===== config.mk =====
export PLATFORM = sky130hd
export DESIGN_NAME = writeback_unit
export DESIGN_NICKNAME = d
export VERILOG_FILES = /design/src/rtl/writeback_unit_pkg.sv /design/src/rtl/writeback_unit_load.sv /design/src/rtl/writeback_unit.sv
export SDC_FILE = /design/constraint.sdc
export NUM_CORES = 1
export LEC_CHECK = 0
export BUFFER_PORTS_ARGS = -buffer_cell sky130_fd_sc_hd__buf_4
export CORE_ASPECT_RATIO = 0.8
export CORE_UTILIZATION = 50
export CTS_CLUSTER_SIZE = 10
export DETAILED_ROUTE_END_ITERATION = 6
export PLACE_DENSITY = 0.82
export SLEW_MARGIN = 0
export SYNTH_ARGS = -nofsm -noshare
export SYNTH_HDL_FRONTEND = slang
export SYNTH_HIERARCHICAL = 1
export SYNTH_SLANG_ARGS = --single-unit

===== constraint.sdc =====
create_clock -name clk -period 4.5 [get_ports clk]
set_input_delay 0.9 -clock clk [delete_from_list [all_inputs] [get_ports clk]]
set_output_delay 0.9 -clock clk [all_outputs]
set_load 0.02 [all_outputs]

===== src/rtl/writeback_unit_pkg.sv =====
// writeback_unit_pkg
// Shared encodings for the write-back stage: register-file source select,
// load size and FSM state values. Imported by writeback_unit and load_align.
package writeback_unit_pkg;

  // MemtoReg source select encodings
  localparam logic [1:0] WB_ALU  = 2'd0;
  localparam logic [1:0] WB_MEM  = 2'd1;
  localparam logic [1:0] WB_LINK = 2'd2;
  localparam logic [1:0] WB_IMM  = 2'd3;

  // LoadSize encodings
  localparam logic [1:0] LS_BYTE  = 2'd0;
  localparam logic [1:0] LS_HALF  = 2'd1;
  localparam logic [1:0] LS_WORD  = 2'd2;
  localparam logic [1:0] LS_DWORD = 2'd3;

  // FSM state encodings
  localparam logic [0:0] S_IDLE     = 1'b0;
  localparam logic [0:0] S_WAIT_MEM = 1'b1;

endpackage


===== src/rtl/writeback_unit_load.sv =====
// load_align
// Combinational load extraction: selects the addressed little-endian lanes
// of the memory word, extends them to DATA_W and flags unaligned accesses.
// Ports:
//   ReadData   in  DATA_W  raw memory read data
//   Offset     in  OFF_W   byte offset within the memory word
//   LoadSize   in  2       byte / half / word / dword
//   LoadSigned in  1       sign-extend when 1, zero-extend when 0
//   LoadData   out DATA_W  extracted, extended value
//   Misaligned out 1       access is not naturally aligned
module load_align
  import writeback_unit_pkg::*;
#(
  parameter int DATA_W = 32,
  parameter int OFF_W  = $clog2(DATA_W / 8)
) (
  input  logic [DATA_W-1:0] ReadData,
  input  logic [OFF_W-1:0]  Offset,
  input  logic [1:0]        LoadSize,
  input  logic              LoadSigned,
  output logic [DATA_W-1:0] LoadData,
  output logic              Misaligned
);

  logic [1:0]        size_eff_s;
  logic [DATA_W-1:0] shifted_s;
  logic [DATA_W-1:0] mask_s;
  logic [7:0]        nbits_s;
  logic              sign_s;

  // Lane select, field width, sign bit and alignment check
  always_comb begin
    size_eff_s = LoadSize;
    nbits_s    = 8'd8;
    sign_s     = 1'b0;
    Misaligned = 1'b0;
    // A 32-bit datapath has no dword; it degrades to a word load
    if ((DATA_W == 32) && (LoadSize == LS_DWORD)) begin
      size_eff_s = LS_WORD;
    end else begin
      size_eff_s = LoadSize;
    end
    // Lowest addressed lane moves to bit 0
    shifted_s = ReadData >> {Offset, 3'b000};
    case (size_eff_s)
      LS_BYTE: begin
        nbits_s    = 8'd8;
        sign_s     = shifted_s[7];
        Misaligned = 1'b0;
      end
      LS_HALF: begin
        nbits_s    = 8'd16;
        sign_s     = shifted_s[15];
        Misaligned = Offset[0];
      end
      LS_WORD: begin
        nbits_s    = 8'd32;
        sign_s     = shifted_s[31];
        Misaligned = (Offset[1:0] != 2'b00);
      end
      LS_DWORD: begin
        nbits_s    = 8'(DATA_W);
        sign_s     = shifted_s[DATA_W-1];
        Misaligned = (Offset != {OFF_W{1'b0}});
      end
      default: begin
        nbits_s    = 8'd8;
        sign_s     = shifted_s[7];
        Misaligned = 1'b0;
      end
    endcase
    // Shifting by DATA_W yields zero, so a full-width field gets an all-ones mask
    mask_s   = ~({DATA_W{1'b1}} << nbits_s);
    LoadData = (shifted_s & mask_s) | ({DATA_W{sign_s & LoadSigned}} & ~mask_s);
  end

endmodule


===== src/rtl/writeback_unit.sv =====
// writeback_unit
// MIPS write-back stage with four register-file sources (ALU, load, link,
// immediate), sized/extended loads and a wait state for variable-latency
// memory. Produces the registered RegWrite / WriteReg / WriteDataReg triple.
// Ports:
//   clk, reset          clock, asynchronous active-high reset
//   InValid / InReady   handshake with the MEM stage
//   MemtoReg            source select
//   ALUOut, LinkAddr, ImmData  candidate sources (ALUOut low bits = offset)
//   LoadSize, LoadSigned       load shape
//   RegWriteIn, WriteRegIn     write intent and destination
//   ReadData, ReadValid        memory return
//   RegWrite, WriteReg, WriteDataReg  register-file write port
//   Misaligned          one-cycle pulse on an unaligned load
module writeback_unit
  import writeback_unit_pkg::*;
#(
  parameter int DATA_W     = 32,
  parameter int REG_ADDR_W = 5
) (
  input  logic                  clk,
  input  logic                  reset,
  input  logic                  InValid,
  output logic                  InReady,
  input  logic [1:0]            MemtoReg,
  input  logic [DATA_W-1:0]     ALUOut,
  input  logic [DATA_W-1:0]     LinkAddr,
  input  logic [DATA_W-1:0]     ImmData,
  input  logic [1:0]            LoadSize,
  input  logic                  LoadSigned,
  input  logic                  RegWriteIn,
  input  logic [REG_ADDR_W-1:0] WriteRegIn,
  input  logic [DATA_W-1:0]     ReadData,
  input  logic                  ReadValid,
  output logic                  RegWrite,
  output logic [REG_ADDR_W-1:0] WriteReg,
  output logic [DATA_W-1:0]     WriteDataReg,
  output logic                  Misaligned
);

  localparam int OFF_W = $clog2(DATA_W / 8);

  logic [0:0]            state_r;
  logic [OFF_W-1:0]      lat_off_r;
  logic [1:0]            lat_size_r;
  logic                  lat_signed_r;
  logic                  lat_rw_r;
  logic [REG_ADDR_W-1:0] lat_wreg_r;

  logic                  regwrite_r;
  logic                  misaligned_r;
  logic [REG_ADDR_W-1:0] wreg_r;
  logic [DATA_W-1:0]     wdata_r;

  logic [DATA_W-1:0]     src_data_s;
  logic [DATA_W-1:0]     load_data_s;
  logic                  load_mis_s;

  // Non-load source select for same-cycle retirement
  always_comb begin
    src_data_s = ALUOut;
    case (MemtoReg)
      WB_ALU:  src_data_s = ALUOut;
      WB_LINK: src_data_s = LinkAddr;
      WB_IMM:  src_data_s = ImmData;
      default: src_data_s = ALUOut;
    endcase
  end

  load_align #(
    .DATA_W (DATA_W),
    .OFF_W  (OFF_W)
  ) u_load_align (
    .ReadData   (ReadData),
    .Offset     (lat_off_r),
    .LoadSize   (lat_size_r),
    .LoadSigned (lat_signed_r),
    .LoadData   (load_data_s),
    .Misaligned (load_mis_s)
  );

  // FSM, load latches and registered write-port outputs
  always_ff @(posedge clk or posedge reset) begin
    if (reset) begin
      state_r      <= S_IDLE;
      lat_off_r    <= {OFF_W{1'b0}};
      lat_size_r   <= 2'b00;
      lat_signed_r <= 1'b0;
      lat_rw_r     <= 1'b0;
      lat_wreg_r   <= {REG_ADDR_W{1'b0}};
      regwrite_r   <= 1'b0;
      misaligned_r <= 1'b0;
      wreg_r       <= {REG_ADDR_W{1'b0}};
      wdata_r      <= {DATA_W{1'b0}};
    end else begin
      // Strobes are single-cycle unless re-asserted below
      regwrite_r   <= 1'b0;
      misaligned_r <= 1'b0;
      case (state_r)
        S_IDLE: begin
          if (InValid) begin
            if (MemtoReg == WB_MEM) begin
              lat_off_r    <= ALUOut[OFF_W-1:0];
              lat_size_r   <= LoadSize;
              lat_signed_r <= LoadSigned;
              lat_rw_r     <= RegWriteIn;
              lat_wreg_r   <= WriteRegIn;
              state_r      <= S_WAIT_MEM;
            end else begin
              wreg_r     <= WriteRegIn;
              wdata_r    <= src_data_s;
              regwrite_r <= RegWriteIn && (WriteRegIn != {REG_ADDR_W{1'b0}});
            end
          end
        end
        S_WAIT_MEM: begin
          // InValid is not accepted here even when ReadValid retires the load
          if (ReadValid) begin
            wreg_r       <= lat_wreg_r;
            wdata_r      <= load_data_s;
            regwrite_r   <= lat_rw_r && (lat_wreg_r != {REG_ADDR_W{1'b0}}) && !load_mis_s;
            misaligned_r <= load_mis_s;
            state_r      <= S_IDLE;
          end
        end
        default: begin
          state_r <= S_IDLE;
        end
      endcase
    end
  end

  assign InReady      = (state_r == S_IDLE);
  assign RegWrite     = regwrite_r;
  assign Misaligned   = misaligned_r;
  assign WriteReg     = wreg_r;
  assign WriteDataReg = wdata_r;

endmodule


==> results of run 1 <==
layout make-up:
class	instances	area share (%)
multi-input cells	337	45.5
repair buffers	187	26.0
flip-flops and latches	51	23.6
well taps	108	2.50
clock buffers	5	1.27
clock inverters	3	0.856
inverters	4	0.278
worst max-delay path, delay by kind of cell:
kind,cells,cell delay [ns]
AOI/OAI and AO/OA,2,0.76
buffers and inverters,2,0.87
and+or+nand+nor,1,0.57
path summary, 6_finish.rpt:
path,slack [ns],depth (start not counted),startpoint,end
max in group asynchronous,2.95,2,reset,state_r
setup reg to reg,2.02,4,state_r,WriteDataReg[21]
min in group asynchronous,0.85,2,reset,WriteReg[2]
hold / removal,0.52,1,lat_wreg_r[2],lat_wreg_r[2]
setup / recovery,1.55,5,MemtoReg[1],WriteDataReg[21]
hold reg to reg,0.52,1,lat_wreg_r[2],lat_wreg_r[2]
cell usage after synthesis:
cell type | instances | area, um2
mux2i_1 | 40 | 400
nor3b_4 | 2 | 37.5
a221oi_4 | 1 | 26.3
nand3_2 | 1 | 10.0
and2_4 | 1 | 8.76
buf_4 | 3 | 22.5
a21o_1 | 2 | 15.0
nor4b_4 | 1 | 23.8
or2_2 | 8 | 50.1
nand2b_1 | 1 | 6.26
a31oi_1 | 32 | 200
clkbuf_1 | 20 | 75.1
and2_1 | 1 | 6.26
nand4_2 | 1 | 12.5
dfrtp_1 | 51 | 1280
nor2b_1 | 12 | 75.1
nand3_1 | 17 | 85.1
mux2_2 | 23 | 259
buf_6 | 16 | 180
mux2_4 | 7 | 105
xor2_1 | 1 | 8.76
a22oi_1 | 16 | 120
nor3_1 | 1 | 5.00
and2b_2 | 1 | 8.76
o21ai_0 | 2 | 10.0
mux2_1 | 2 | 22.5
nor2_1 | 34 | 128
or4_1 | 2 | 15.0
a211o_1 | 32 | 280
inv_1 | 4 | 15.0
nand2_1 | 34 | 128
o2111ai_1 | 1 | 8.76
a21oi_1 | 22 | 110
a211oi_1 | 39 | 293
buf_2 | 9 | 45.0
metrics by stage:
| step | setup WS (ns) | power, W | cells | instance area, um2 |
|---|---|---|---|---|
| after floorplan | 2.37 | 0.00125 | 440 | 4070 |
| after global placement | 1.41 | 0.00153 | 687 | 5290 |
| after detailed placement | 1.27 | 0.00156 | 687 | 5290 |
| after CTS | 1.60 | 0.00188 | 695 | 5410 |
| after global routing | 1.40 | 0.00200 | 695 | 5410 |
| final | 1.55 | 0.00189 | 695 | 5410 |
cells by family after synthesis:
kind of cell    share of synthesized area (%)
compound gates                           26.1
simple gates                             14.7
mux                                      19.3
buf+inv                                  8.29
flops                                    31.3
xor+xnor                                0.215
metal layers:
layer | track usage, % | wire length, um
met1 | 39.6 | 5400
met3 | 4.21 | 1040
met5 | 0 | 0
met4 | 7.89 | 176
met2 | 45.3 | 5590
sequential cells by signal (all words and copies together), names as in the netlist:
| name | cells |
|---|---|
| Misaligned | 1 |
| RegWrite | 1 |
| WriteDataReg | 32 |
| WriteReg | 5 |
| lat_off_r | 2 |
| lat_rw_r | 1 |
| lat_signed_r | 1 |
| lat_size_r | 2 |
| lat_wreg_r | 5 |
| state_r | 1 |
where the power goes:
group / internal (W) / switching, W
sequential: 0.000561 / 0.000104
clock: 0.000168 / 0.000160
combinational: 0.000432 / 0.000462
==> results.md, run 1 <==
* Post-Syn Instances at 440
* ANT nets after route at 0
* Ports at roughly 180
* Final hold vios at 0
* Syn_nets at 583
* DRC Markers at 0
* Final period util at 65.5%
* CTS clk-pin slew, worst paths at 0.10 ns
* Finish-stage setup viols at 0
* CP required at ~4.7 ns
* Layout Utilization at 68.4%
* Clock tree buffer depth at 2
* Cts hold-fix bufs at 0
* Filler cells at 629
* Critical path's most frequent cell: buf_4
* Area Overhead vs Synth at 32.8%
* Slew HR at about a quarter
* Synth Cell Area at 4070 um2
* Largest net degree at the start of global routing at 66
* Max Cap Viol at 0
* Postcts setup bufs at 0
* Total gr overflow at 0
* Most frequent cells in the layout: 187 x buf_4, 50 x dfrtp_1, 40 x mux2i_1, 39 x a211oi_1
* Fmax at around 340 MHz
* PD cells at 349 nW/um2
* Sequential area share after synthesis at 31.3%
* Initial core utilization at 51.5%
* Synth Warn # at 6
* Die height at 82.7 um
* Max IR drop VDD at approximately 170 uV
* Area of the multi-input gates at 2460 um2
* CTS Buf Count at 5
* Std cell rows at 29
* Yosys cell types at 35
* Avg WL per Cell at 17.6 um
* Gpl congestion at ~0.93
* Total number of vias at 4,067
* CP max stage delay at ~0.63 ns
* Initial drt markers at 263
* Via density at between 5 and 6
* Crit-path max FO at 65
* Hold_ws at 0.524 ns
* Initial antenna violation count at 0
* Later-pin clock latency in the skew report at roughly 0.31 ns
* Avg Cell Area, Syn at roughly 9 um2
* Critical path class: input port to flop
* Lkg Pwr at 2.58 nW
* Antenna cell count at 0
* H-tree levels at 2
* Setup TNS at 0 ns
* Worst Path Arrival at 3.12 ns
* First-pass GRT wire length at 18.3 mm
* CP max stage cell: a21o_1
* CTS tree: yes
* Vias in the first global route at 3,696
* Crit start category: input port
* Crit-path cells: buf_4, nand2b_1, a21o_1, buf_4, a31oi_1
* Core footprint at between 7000 and 8000 um2
* # resized after CTS at 0
* Clock sinks at between 50 and 60
* Post-synthesis register bit count at 51
* Die footprint at about 8500 um2
* Status: complete, no violations
* Commonest non-fill, non-tap cell in the layout: buf_4
* Routed WL at 12.2 mm
* Clock skew at 0.00816 ns
* First-pass iteration count of the detailed router at 5
* Share of layout cells above drive strength 1 at 41.6%
* Fin. max-slew vios at 0
* Nets at 729
* Clock root cell: clkbuf_8
* Worst Tran Pin Value at 1.12 ns
* Min Tclk post-route at approximately 2.9 ns
* Register area at between 1000 and 1500 um2
* Overall Global Routing Usage at between 20% and 30%
* Hpwl dp at approximately 9 mm
* Die width at 103 um
* CP Capture Type: flop
* Unrepaired setup endpoints after global routing: false
* Worst Hold Class: flop to flop
* Number of port buffers at 182
Note: power is estimated with default switching activity, not from simulation.
==> inputs of run 2 (changes only) <==
CORE_UTILIZATION = 44   (was 50)
PLACE_DENSITY = 0.76   (was 0.82)
clock period = 2.4 ns   (was 4.5 ns; I/O delays follow)
==> run 2 against run 1 <==
Count of clock-buffer cells in the layout unchanged. Sequential cell count unchanged. Final cell count is 2.0% higher. Sequential share of layout area down 0.40 points. Combinational power up 90%. Core utilization shrank 7.5 points. Largest power group unchanged. Final area grew 1.7%. Wire length grew 2.9%. Worst setup slack worse by 1.2 ns.
==> results.md, run 2 (synthesis gave the netlist of run 1 again) <==
* Critical path class: flop to flop (was input port to flop)
* Antenna cell count at 0 (unchanged)
* Area Overhead vs Synth at 35.1% (was 32.8%)
* Net Sw Power at 0.00138 W (was 0.000727 W)
* Unrepaired setup endpoints after global routing: false (unchanged)
* Nets at 737 (was 729)
* Hpwl dp at 9.23 mm (was 9.01 mm)
* Overall Global Routing Usage at 26.0% (was 28.2%)
* Initial core utilization at 45.1% (was 51.5%)
* Fmax at ~500 MHz
* Vias in the first global route at 3,775 (was 3,696)
* Worst Path Arrival at 2.24 ns (was 3.12 ns)
* Die footprint at 9650 um2 (was 8510 um2)
* Number of port buffers at 182 (unchanged)
* Worst Hold Class: input port to asynchronous set/reset pin (was flop to flop)
* First-pass GRT wire length at 19.2 mm (was 18.3 mm)
* Max IR drop VDD at 464 uV (was 173 uV)
* H-tree levels at 2 (unchanged)
* Clock sinks at 51 (unchanged)
* Slew HR at 42.3% (was 25.2%)
* Largest net degree at the start of global routing at 65 (was 66)
* Max FFs per register at 32 (unchanged)
* Routed WL at 12.6 mm (was 12.2 mm)
* Ports at 183 (unchanged)
* Crit-path max FO at 21 (was 65)
* Commonest non-fill, non-tap cell in the layout: buf_4 (unchanged)
* Clock power frac at 19.1% (was 17.4%)
* Via density at 5.72 (was 5.85)
* Gpl congestion at 0.923 (was 0.931)
* Avg WL per Cell at 17.7 um (was 17.6 um)
* Clock tree buffer depth at 2 (unchanged)
* Total gr overflow at 0 (unchanged)
* Sw Share at 37.9% (was 38.5%)
* Max Cap Viol at 0 (unchanged)
* Critical Path Start: lat_off_r[0] (was MemtoReg[1])
* Worst Tran Pin Value at 0.865 ns (was 1.12 ns)
* DP Area at 5360 um2 (was 5290 um2)
* Final period util at between 80% and 90%
* Final hold vios at 0 (unchanged)
* R2R Path Start: lat_off_r[0] (was state_r)
* Cts hold-fix bufs at 0 (unchanged)
* Core footprint at 9040 um2 (was 7910 um2)
* Fin. max-slew vios at 0 (unchanged)
* Share of layout cells above drive strength 1 at 42.3% (was 41.6%)
* PD cells at 661 nW/um2 (was 349 nW/um2)
* Most frequent cells in the layout: 195 x buf_4, 50 x dfrtp_1, 40 x mux2i_1, 39 x a211oi_1 (was 187 x buf_4, 50 x dfrtp_1, 40 x mux2i_1, 39 x a211oi_1)
* CP Capture Type: flop (unchanged)
* Clock skew at 0.00433 ns (was 0.00816 ns)
* Setup TNS at 0 ns (unchanged)
* CTS Buf Count at 5 (unchanged)
* Later-pin clock latency in the skew report at 0.29 ns (was 0.31 ns)
* Crit start category: flop (was input port)
* Clock root cell: clkbuf_16 (was clkbuf_8)
* Die height at 88.1 um (was 82.7 um)
* P_int at 0.00226 W (was 0.00116 W)
* CP required at 2.61 ns (was 4.68 ns)
* Std cell rows at 31 (was 29)
* Logic gate share of total power at 46.8% (was 47.4%)
* Lkg Pwr at 2.64 nW (was 2.58 nW)
* DRC Markers at 0 (unchanged)
* Postcts setup bufs at 0 (unchanged)
* CTS clk-pin slew, worst paths at 0.07 ns (was 0.10 ns)
* R2R setup slack at 0.36 ns (was 2.02 ns)
* Min Tclk post-route at 2.04 ns
* R2R Path End: WriteDataReg[19] (was WriteDataReg[21])
* Cell area after layout at 5500 um2 (was 5410 um2)
* Initial antenna violation count at 0 (unchanged)
* Total number of vias at 4,053 (was 4,067)
* Initial drt markers at 277 (was 263)
* CTS tree: yes (unchanged)
* First-pass iteration count of the detailed router at 6 (was 5)
* ANT nets after route at 0 (unchanged)
* Sequential share of power at 34.0% (was 35.3%)
* # resized after CTS at 0 (unchanged)
* Finish-stage setup viols at 0 (unchanged)
* Die width at 110 um (was 103 um)
* Status: complete, no violations (unchanged)
* Worst Reg-to-Reg Cells at 4 (unchanged)
-- run 2: changes by cell type in the layout (fill, tap and decap cells not counted), sizes merged --
cell,delta
clkinv,+2
inv,-1
clkinvlp,-1
buf,+8
bufinv,-1
-- run 2: critical path: stages, from the launching register on --
cell and delay, ns:
dfrtp_1 0.89, nand4_2 0.54, nand3_1 0.25, nand2_1 0.08, a31oi_1 0.19
-- run 2: per-stage QoR --
stage | worst slack [ns] | hold WS [ns] | total power (W) | instances | utilization (%)
floorplan | 0.690 | 0.466 | 0.00234 | 440 | -
global placement | 0.437 | 0.492 | 0.00290 | 702 | 59.3
detailed placement | 0.380 | 0.502 | 0.00295 | 702 | 59.3
CTS | 0.368 | 0.392 | 0.00364 | 709 | 60.9
global route | 0.176 | 0.421 | 0.00385 | 709 | 60.9
finish | 0.362 | 0.366 | 0.00364 | 709 | 60.9
-- run 2: per-layer routing --
layer / share of wire (%) / global-route usage, %
met2: 46 / 42.7
met1: 46 / 36.0
met5: 0 / 0
met4: 0.79 / 4.73
met3: 7.6 / 5.06
-- run 2: area by class of cell --
cell class / count / area (um2)
inverters: 4 / 15.0
flip-flops and latches: 51 / 1280
fillers: 802 / 3540
clock buffers: 5 / 125
multi-input cells: 337 / 2460
clock inverters: 2 / 13.8
well taps: 115 / 144
repair buffers: 195 / 1460
-- run 2: power groups by stage --
stage,logic (W),clock network (W),registers (W)
after detailed placement,0.00170,0,0.00125
after floorplan,0.000966,0,0.00137
after global routing,0.00185,0.000736,0.00127
after global placement,0.00166,0,0.00124
final,0.00170,0.000696,0.00124
after CTS,0.00171,0.000698,0.00124
-- run 2: worst max-delay path by stage --
| stage | end |
|---|---|
| final | WriteDataReg[19] |
| after global routing | WriteDataReg[26] |
| after CTS | WriteDataReg[19] |
| after detailed placement | WriteDataReg[14] |
| after global placement | WriteDataReg[23] |
| after floorplan | Misaligned |
==> inputs of run 3 (changes only) <==
CORE_UTILIZATION = 48   (was 44)
PLACE_DENSITY = 0.79   (was 0.76)
clock period = 2.1 ns   (was 2.4 ns; I/O delays follow)
==> run 3 against run 2 <==
Register-to-register slack got worse by 0.10 ns. Clock skew up 0.0049 ns. Hold slack got worse by 0.20 ns. Combinational power up 17%. Critical path depth unchanged. First-iteration DRC count up 16%. Critical endpoint is now WriteDataReg[16]. Wire length fell by 1.2%. Global-route usage grew 1.8 points. Via count rose by 1.4%.
==> results.md, run 3 (synthesis gave the netlist of run 1 again) <==
* Status: complete, no violations (unchanged)
* Later-pin clock latency in the skew report at 0.31 ns (was 0.29 ns)
* R2R Path End: WriteDataReg[16] (was WriteDataReg[19])
* Critical path class: flop to flop (unchanged)
* Fin. max-slew vios at 0 (unchanged)
* Clock sinks at 51 (unchanged)
* Max Cap Viol at 0 (unchanged)
* Worst Path Arrival at 2.01 ns (was 2.24 ns)
* # resized after CTS at 0 (unchanged)
* Commonest non-fill, non-tap cell in the layout: buf_4 (unchanged)
* Slew HR at 53.2% (was 42.3%)
* Fmax at 544 MHz (was 491 MHz)
* Via density at 5.84 (was 5.72)
* Number of port buffers at 182 (unchanged)
* Avg WL per Cell at 17.6 um (was 17.7 um)
* H-tree levels at 2 (unchanged)
* Cts hold-fix bufs at 0 (unchanged)
* Die height at 84.4 um (was 88.1 um)
* CTS clk-pin slew, worst paths at 0.10 ns (was 0.07 ns)
* Clock power frac at 14.5% (was 19.1%)
* Clock skew at 0.00928 ns (was 0.00433 ns)
* Max IR drop VDD at 397 uV (was 464 uV)
* Worst Hold Class: input port to asynchronous set/reset pin (unchanged)
* Total gr overflow at 0 (unchanged)
* CTS Buf Count at 5 (unchanged)
* Layout Utilization at 67.5% (was 60.9%)
* Core footprint at 8090 um2 (was 9040 um2)
* Logic gate share of total power at 50.4% (was 46.8%)
* Largest net degree at the start of global routing at 65 (unchanged)
* Unrepaired setup endpoints after global routing: false (unchanged)
* Max FFs per register at 32 (unchanged)
* Setup TNS at 0 ns (unchanged)
* Initial drt markers at 320 (was 277)
* Termination of the worst setup path: WriteDataReg[16] (was WriteDataReg[19])
* Hpwl dp at 9.17 mm (was 9.23 mm)
* R2R setup slack at 0.26 ns (was 0.36 ns)
* First-pass iteration count of the detailed router at 5 (was 6)
* CP required at 2.27 ns (was 2.61 ns)
* Sw Share at 39.4% (was 37.9%)
* Crit-path max FO at 22 (was 21)
* Net Sw Power at 0.00155 W (was 0.00138 W)
* Total number of vias at 4,110 (was 4,053)
* Lkg Pwr at 2.62 nW (was 2.64 nW)
* Initial antenna violation count at 0 (unchanged)
* Routed WL at 12.4 mm (was 12.6 mm)
* Most frequent cells in the layout: 195 x buf_4, 50 x dfrtp_1, 40 x mux2i_1, 39 x a211oi_1 (unchanged)
* Final period util at 87.5% (was 84.9%)
* Finish-stage setup viols at 0 (unchanged)
* Std cell rows at 29 (was 31)
* Clock root cell: clkbuf_8 (was clkbuf_16)
* Antenna cell count at 0 (unchanged)
* Postcts setup bufs at 0 (unchanged)
* Nets at 738 (was 737)
* CTS tree: yes (unchanged)
* Critical Path Start: state_r (was lat_off_r[0])
* R2R Path Start: state_r (was lat_off_r[0])
* CP Capture Type: flop (unchanged)
* Crit start category: flop (unchanged)
* Initial core utilization at 50.3% (was 45.1%)
* Worst Tran Pin Value at 0.702 ns (was 0.865 ns)
* Clock tree buffer depth at 2 (unchanged)
* Min Tclk post-route at 1.84 ns (was 2.04 ns)
* Die width at 105 um (was 110 um)
* Area Overhead vs Synth at 34.0% (was 35.1%)
* Die footprint at 8860 um2 (was 9650 um2)
* Final hold vios at 0 (unchanged)
* DRC Markers at 0 (unchanged)
* First-pass GRT wire length at 19.7 mm (was 19.2 mm)
* Worst Reg-to-Reg Cells at 4 (unchanged)
* Vias in the first global route at 3,992 (was 3,775)
* ANT nets after route at 0 (unchanged)
* Gpl congestion at 0.904 (was 0.923)
* Share of layout cells above drive strength 1 at 42.3% (about the same)
* P_int at 0.00239 W (was 0.00226 W)
* Overall Global Routing Usage at 27.8% (was 26.0%)
* PD cells at 721 nW/um2 (was 661 nW/um2)
* Sequential share of power at 35.0% (was 34.0%)
* Ports at 183 (unchanged)
==> run 3: layout make-up <==
type	instances	area (um2)
clock buffer	6	72.6
clock inverter	2	13.8
fill	698	2630
inverter	4	15.0
multi-input combinational	337	2460
sequential	51	1280
tap	108	135
timing repair buffer	196	1480
==> run 3: power groups by stage <==
stage,Combinational (W),Clock (W),Sequential (W)
floorplan,0.00110,0,0.00157
global placement,0.00194,0,0.00138
detailed placement,0.00198,0,0.00140
CTS,0.00198,0.000579,0.00138
global route,0.00215,0.000619,0.00141
finish,0.00199,0.000573,0.00138
==> run 3: worst min path at each step <==
| stage | start | to | slack (ns) | depth (start not counted) |
|---|---|---|---|---|
| 2_1_floorplan | lat_wreg_r[2] | lat_wreg_r[2] | 0.47 | 1 |
| 3_3_place_gp | reset | WriteDataReg[30] | 0.48 | 2 |
| 3_5_place_dp | reset | WriteDataReg[28] | 0.50 | 2 |
| 4_1_cts | reset | WriteDataReg[28] | 0.16 | 2 |
| 5_1_grt | reset | WriteDataReg[28] | 0.19 | 2 |
| 6_report | reset | WriteDataReg[28] | 0.16 | 2 |
==> run 3: per-stage QoR <==
| stage | hold WS (ns) | setup WS [ns] | cells | total power (W) | cell area, um2 |
|---|---|---|---|---|---|
| 6_report | 0.164 | 0.262 | 704 | 0.00394 | 5460 |
| 2_1_floorplan | 0.466 | 0.450 | 440 | 0.00267 | 4070 |
| 4_1_cts | 0.164 | 0.281 | 704 | 0.00394 | 5460 |
| 3_5_place_dp | 0.503 | 0.125 | 696 | 0.00337 | 5370 |
| 5_1_grt | 0.191 | 0.163 | 704 | 0.00418 | 5460 |
| 3_3_place_gp | 0.480 | 0.227 | 696 | 0.00332 | 5370 |
==> run 3: critical path: stages (launching register included) <==
cell	delay, ns
dfrtp_2	0.45
nor2b_2	0.13
a21o_1	0.58
buf_4	0.38
a31oi_1	0.14
==> run 3: per-layer routing <==
metal | wire [um] | track usage, % | share of wire [%]
met5 | 0 | 0 | 0
met4 | 238 | 7.94 | 1.9
met3 | 908 | 5.51 | 7.3
met2 | 5460 | 43.5 | 44
met1 | 5800 | 39.1 | 47
